<file path="src/rtl/regfile_write_arbiter.sv">
// regfile_write_arbiter: round-robin arbiter sharing the single register-file
// write port among NREQ requesters. One write granted per cycle, outputs fully
// registered. Writes to register 0 are acknowledged but never enable the decoder.
module regfile_write_arbiter #(
  parameter int NREQ       = 4,
  parameter int ADDR_WIDTH = 5,
  parameter int DATA_WIDTH = 32
) (
  input  logic                       clock,
  input  logic                       reset,
  input  logic [NREQ-1:0]            req,
  input  logic [NREQ*ADDR_WIDTH-1:0] addr_in,
  input  logic [NREQ*DATA_WIDTH-1:0] data_in,
  input  logic                       hold,
  output logic [NREQ-1:0]            ack,
  output logic                       wr_en,
  output logic [ADDR_WIDTH-1:0]      wr_select,
  output logic [DATA_WIDTH-1:0]      wr_data
);

  localparam int PTR_W = (NREQ > 1) ? $clog2(NREQ) : 1;

  logic [PTR_W-1:0]      ptr;
  logic [PTR_W-1:0]      ptr_next;
  logic [PTR_W-1:0]      cand;
  logic [PTR_W-1:0]      grant_idx;
  logic                  grant_valid;
  logic                  grant;
  logic [NREQ-1:0]       elig;
  logic [NREQ-1:0]       grant_onehot;
  logic [ADDR_WIDTH-1:0] grant_addr;
  logic [DATA_WIDTH-1:0] grant_data;

  // Round-robin search of the eligible set starting at ptr, plus winner muxing.
  // A requester whose ack is currently high is masked so a held request
  // cannot be granted on consecutive cycles.
  always_comb begin
    elig         = req & ~ack;
    grant_valid  = 1'b0;
    grant_idx    = '0;
    cand         = '0;
    grant_onehot = '0;
    for (int unsigned k = 0; k < NREQ; k++) begin
      cand = PTR_W'((32'(ptr) + k) % 32'(NREQ));
      if (!grant_valid && elig[cand]) begin
        grant_valid = 1'b1;
        grant_idx   = cand;
      end
    end
    grant                   = grant_valid && !hold;
    grant_onehot[grant_idx] = 1'b1;
    grant_addr = addr_in[32'(grant_idx) * ADDR_WIDTH +: ADDR_WIDTH];
    grant_data = data_in[32'(grant_idx) * DATA_WIDTH +: DATA_WIDTH];
    ptr_next   = PTR_W'((32'(grant_idx) + 32'd1) % 32'(NREQ));
  end

  // Register the granted write and advance the pointer past the winner.
  // Without a grant only ack/wr_en clear; select and data keep their values.
  always_ff @(posedge clock or negedge reset) begin
    if (!reset) begin
      ptr       <= '0;
      ack       <= '0;
      wr_en     <= 1'b0;
      wr_select <= '0;
      wr_data   <= '0;
    end else if (grant) begin
      ptr       <= ptr_next;
      ack       <= grant_onehot;
      wr_en     <= |grant_addr;
      wr_select <= grant_addr;
      wr_data   <= grant_data;
    end else begin
      ack       <= '0;
      wr_en     <= 1'b0;
    end
  end

endmodule
</file>
<file path="config.mk">
export PLATFORM = sky130hd
export DESIGN_NAME = regfile_write_arbiter
export DESIGN_NICKNAME = d
export VERILOG_FILES = /design/src/rtl/regfile_write_arbiter.sv
export SDC_FILE = /design/constraint.sdc
export NUM_CORES = 1
export LEC_CHECK = 0
export ABC_AREA = 1
export BUFFER_PORTS_ARGS = -buffer_cell sky130_fd_sc_hd__buf_4
export CORE_MARGIN = 4
export CORE_UTILIZATION = 48
export CTS_BUF_LIST = sky130_fd_sc_hd__clkbuf_4 sky130_fd_sc_hd__clkbuf_8 sky130_fd_sc_hd__clkbuf_16
export DETAILED_ROUTE_END_ITERATION = 8
export HOLD_SLACK_MARGIN = 0.05
export PLACE_DENSITY = 0.87
export REMOVE_ABC_BUFFERS = 1
export SYNTH_ARGS = -nofsm -noshare
export SYNTH_HDL_FRONTEND = slang
export SYNTH_SLANG_ARGS = --single-unit
export TNS_END_PERCENT = 20
</file>
<file path="constraint.sdc">
create_clock -name clock -period 5.5 [get_ports clock]
set_clock_uncertainty 0.05 [all_clocks]
set_input_delay 0.55 -clock clock [delete_from_list [all_inputs] [get_ports clock]]
set_output_delay 0.55 -clock clock [all_outputs]
set_load 0.1 [all_outputs]
</file>
* Word level (Yosys, flattened, before mapping)
Cells that the tools add are included.
W data, S select, Z words.
** Storage, ports and cells
- Flip-flop bits (word level) :: 44
- Input port bits :: 155
- Output and inout port bits :: 42
- Logic and storage cells :: 50
** Operators by class
- Add/subtract/negate cells :: 4
- $mul :: 1
- Magnitude comparators :: 6
- Shift operators :: 2
- Multiplexer cells :: 20
- Bitwise operators :: 2
- Reductions and logical operators :: 10
** Operators by type and width (count)
- $shiftx A128 B8 Y32 :: 1
- $shiftx A20 B6 Y5 :: 1
- $lt A2 B3 Y1 const B :: 5
- $mux W1 :: 10
- $bmux W1 S2 :: 4
- $mux W2 :: 4
- $logic_and A1 B1 Y1 :: 5
- $mul A2 B3 Y5 const B :: 1
- $reduce_or A5 Y1 :: 1
- $add A2 B1 Y2 const B :: 2
- $add A2 B2 Y2 const B :: 2
- $and A4 B4 Y4 :: 1
- $logic_not A1 Y1 :: 4
- $mux W4 :: 1
- $not A4 Y4 :: 1
- $demux W1 S2 :: 1
- $ge A2 B1 Y1 const B :: 1

* Logic depth before layout (Yosys ltp)
- Depth in word-level cells :: 19
- Depth in mapped cells :: 18
- Gate-level depth less buffers :: 16

* Worst setup path after synthesis
OpenSTA, ideal clock, no wires.
- Path kind :: reg-to-reg
- Start :: reg ack[3]
- End :: reg ptr[1]
- Library setup time :: 124 ps
- Arrival :: 2474 ps
- Data required time :: 5326 ps
- Setup slack :: 2852 ps
- Stages on the path, launching flop included :: 13
- Path buffers :: 2
- Clock period less this slack :: 2648 ps
- Cell sequence :: dfrtp_1 inv_1 nand3_1 nand3_1 nand2_1 nand4_1 nand3_4 inv_2 buf_6 buf_6 ha_1 nor2_1 a21oi_1
** On the way
- Word-level cells in the longest chain between the ends :: 15
- Elaborated cells between the ends (all ways) :: 26
- Classes of those cells :: 1 x add/sub; 16 x mux; 2 x bitwise; 7 x reduce/logical
** Ends and longest elaborated chain
- from (decl) :: RTL line 15 : output logic [NREQ-1:0] ack,
- from (signal assigned) :: RTL line 68 : ack <= grant_onehot;
- $not A4 Y4 * :: RTL line 38 : elig = req & ~ack;
- $and A4 B4 Y4 * :: RTL line 38
- $bmux W1 S2 :: RTL line 45 : if (!grant_valid && elig[cand]) begin
- $mux W1 (not written as such) :: RTL line 45
- $mux W1 :: RTL line 45
- $logic_not A1 Y1 :: RTL line 45
- $logic_and A1 B1 Y1 :: RTL line 45
- $mux W1 :: RTL line 45
- $logic_not A1 Y1 :: RTL line 45
- $logic_and A1 B1 Y1 :: RTL line 45
- $mux W1 :: RTL line 45
- $logic_not A1 Y1 :: RTL line 45
- $logic_and A1 B1 Y1 :: RTL line 45
- $mux W2 * :: RTL line 45
- $add A2 B1 Y2 * :: RTL line 54 : ptr_next = PTR_W'((32'(grant_idx) + 32'd1) % 32'(NREQ));
- net ptr_next[1] :: RTL line 24 : logic [PTR_W-1:0] ptr_next;
- to (signal assigned) :: RTL line 67 : ptr <= ptr_next;
- to (decl) :: RTL line 23 : logic [PTR_W-1:0] ptr;
Mark *: on every way through the listed nets, which the timed path passes. The rest lies on a longest branch. The select of a mux whose other input is x is not followed.
A chain may end at the register's enable or synchronous reset.

* Worst setup path in the final report
- Start :: reg ptr[0]
- End :: reg wr_en
** On the way
- Word-level cells in the longest chain between the ends :: 16
- Elaborated cells between the ends (all ways) :: 30
- Classes of those cells :: 3 x add/sub; 1 x mul; 1 x shift; 17 x mux; 8 x reduce/logical
** Ends and longest elaborated chain
- branches (longest 15 deep; another with $mul A2 B3 Y5)
- $mux W1 * :: RTL line 66 : end else if (grant) begin
- to (signal assigned) :: RTL line 69 : wr_en <= |grant_addr;
- to (decl) :: RTL line 16 : output logic wr_en,
Mark *: on every way between the ends. The select of a mux whose other input is x is not followed.

==> reports/summary.md <==
The run finished with clean final reports. The maximum single-stage delay on the critical path came out at 0.84 ns. The number of antenna diodes in the final layout is 0.

The tools report the number of global-route vias before repair as 3951. The share of the clock period used by the worst path is 54.44%, and the number of distinct library cell variants in the gate-level netlist after synthesis is 21. Counting flops and latches in the post-synthesis netlist gives 44. TritonCTS created 5 clock buffers. In the synthesized netlist, mux cells make up 0% of the area. In this run the post-CTS setup repair buffer count came out at 0. Data on the critical path is required at its endpoint by 5.59 ns.

In the routed layout, each cell is associated on average with a via count of 5.194. For the number of remaining DRC errors, the log shows 0. Measured in cells, the most critical reg-to-reg path has a length of 11. The critical path's slowest cell was a21oi_4.

For this block, the initial DRC count from the detailed router was 157. Timing would allow up to 334.0 MHz. The dominant combinational cell family by area after synthesis is simple AND/OR/NAND/NOR gates.

The detailed placement HPWL was 7.820 mm; the maximum fanout along the worst path was 39. The placement-stage worst setup slack is 2.549 ns. Traced cell by cell, the critical path runs through nand3_1 -> nand3_1 -> nand2_1 -> nand3_1 -> nor2_1 -> a21oi_4 -> nand3_1 -> nand2_1 -> nand3_1 -> nor2_1 -> nor2_1. The initial antenna violation count is 0.

The die area was 8347 um^2. The average instance in the mapped netlist occupies 6.342 um^2. The tree built by TritonCTS fans out to 44 sinks. The worst-margin pin slew is 1.113 ns, and the number of levels in the clock H-tree is 2.

STA classifies the critical path endpoint as a register. Count of cells resized by post-cts repair: 0. The number of buffer cells added on primary ports came out at 196.

The cell repeated most along the worst path is nand3_1. The final standard cell count with taps included and fillers excluded was 775. The floorplan step set the die height to 91.36 um. The total count of max-transition violations in the final report was 0. The first-pass iteration count of the detailed router is 4.

The synthesized design spends more area on one cell type than any other, namely dfrtp_1. For the detailed-route via count, the log shows 4025. The endpoint identified for the worst register-to-register timing path is wr_en. TritonCTS built the clock tree. The cell row count is 30. The adder-cell share of the synthesized area works out to 1.500%.

The commonest cells after synthesis are nor2_1 (136), nand2_1 (80), a21oi_1 (67). For the buffer levels on the longest clock path, the log shows 2. The largest net degree at the start of global routing came out at 109. Dividing the detail-routed wire length by the instance count gives 13.47 um.

The run gives 10.44 mm as the detailed-route wire length. After Yosys synthesis, and, or, nand and nor cells account for 32.15% of the synthesized area. The critical path is of the register to register type. Routability-driven placement finished with a final weighted congestion of 0.8936. The width of the die is 91.36 um, and the number of instances in the synthesized netlist is 526. In the post-synthesis netlist, the cell with the most instances is nor2_1.

The worst setup path is launched from a register. The tree is rooted in a clkbuf_8. Once the floorplan was initialized, standard cells occupied 49.37% of the core. The logs give 0 for the setup-violating endpoint count in the final report and 591 for the count of filler cells inserted in the layout. The logs give 3.08 ns for the critical path arrival and 4703 um^2 for the post-place instance area. Setup repair after global routing left no endpoint under its margin. Once routing completed, OpenROAD measured the worst setup slack at 2.506 ns.

The xor/xnor share of the synthesized area is 0%. The first global-routing pass estimated 17.12 mm of wire. The worst register-to-register path begins at ptr[0].

Summing the areas of all compound-gate instances in the mapped netlist gives 20.93% of the synthesized area. Of the post-synthesis cell area, the dominant cell type holds 33.01%. Once placement completed, the tool counted placed cells totaling 767. The class of the tightest hold or removal check was input pin to async pin. The number of hold buffers added after CTS is 0, and the proportion of synthesized flip-flops having asynchronous set or reset is 100.0%. Sequential cell area fraction in the yosys report: 33.01%. Kind of cell adding the most delay to the critical path: simple AND/OR/NAND/NOR gates. 197 I/O pins were placed. Global routing consumed, over all layers together, 24.48% of the routing resources.

Number of hold violations in the final report: 0. The most used flip-flop cell after synthesis is dfrtp_1. Together, buffers and inverters on the worst path number 0.

For the final routed database, the setup TNS stands at 0 ns. The share of cells above drive strength 1 works out to 31.94%. Sorting the synthesized cells by area gives the leading types as dfrtp_1 (33%), nor2_1 (15%), a21oi_1 (10%). The detail route stage leaves a number of antenna-violating nets equal to 0. The final critical delay including setup and external delays was 2.994 ns.

For flop-to-flop paths, the worst setup slack is 2.51 ns. Global routing finished with a remaining overflow of 0. Yosys printed 0 warnings. The cell area after synthesis came out at 3336 um^2.

After clock tree synthesis, the clock-pin slew on the worst setup and hold paths is 0.08 ns. For the worst-skew pair, the clock arrives at the later sink with an insertion delay of 0.29 ns. At the end of the flow, the number of nets in the layout was 853. The floorplan core area is 6756 um^2.

Final design instance area without fill: 4791 um^2. The tool flagged a number of max-cap violations equal to 0. The number of enable flip-flop cells after synthesis was 0. The tools report the worst max-slew margin expressed relative to the limit as 25.65%. From synthesis to final layout, the design area changed by 43.62%.
==> worst reg2reg max path: cells and delay by family (launching register included) <==
kind | cells | cell delay (ns)
AND/OR/NAND/NOR | 10 | 1.35
flip-flops | 1 | 0.59
AO/OA/AOI/OAI | 1 | 0.85
==> layout by cell type (no fill, tap or decap), drive strengths merged <==
cell type | Yosys | layout
a21boi | 1 | 1
a21oi | 67 | 67
buf | 31 | 198
clkbuf | 6 | 5
clkinv | 1 | 4
dfrtp | 44 | 44
ha | 4 | 4
inv | 43 | 43
nand2 | 84 | 84
nand3 | 31 | 31
nand4 | 7 | 7
nor2 | 136 | 136
o21ai | 71 | 71
==> per-layer routing <==
layer  global-route usage (%)  part of all wire (%)  up-vias
met1                    28.53                    39     1811
met3                    6.048                   8.4       18
met5                        0                     0        -
met2                    44.08                    50      168
li1                         -                     -     2028
met4                    7.286                   1.8        0
==> logic make-up (layout without fill, tap and decap cells) <==
group | Yosys count | after routing
simple gates | 258 | 258
buf+inv | 81 | 250
fa+ha+maj | 4 | 4
flops | 44 | 44
compound gates | 139 | 139
==> registers in the layout (all words and copies together), names as in the netlist <==
register	flops
ack	4
ptr	2
wr_data	32
wr_en	1
wr_select	5
==> stage by stage <==
step	utilization [%]	hold slack, ns
floorplan	-	0.2044
global placement	69.61	0.4202
detailed placement	69.61	0.4267
CTS	70.91	0.2121
global route	70.91	0.2310
finish	70.91	0.1838
==> cell type report <==
type / count / area, um^2 / area share (%)
Clock buffer: 5 / 68.82 / 1.436
Inverter: 44 / 170.2 / 3.552
Timing Repair Buffer: 198 / 1486 / 31.03
Sequential cell: 44 / 1101 / 22.98
Tap cell: 80 / 100.1 / 2.089
Clock inverter: 3 / 18.77 / 0.3917
Multi-Input combinational cell: 401 / 1846 / 38.52
==> worst max-delay path by stage <==
stage,from,to,depth (start not counted)
2_1_floorplan,ack[3],ptr[1],10
3_3_place_gp,req[2],wr_en,11
3_5_place_dp,req[3],wr_data[27],12
4_1_cts,ptr[0],wr_data[27],12
5_1_grt,ptr[0],wr_data[3],15
6_report,ptr[0],wr_en,11
Power is left out: the tool's default activity adds up to more than one toggle a clock period on the data nets, which glitch-free logic cannot reach.
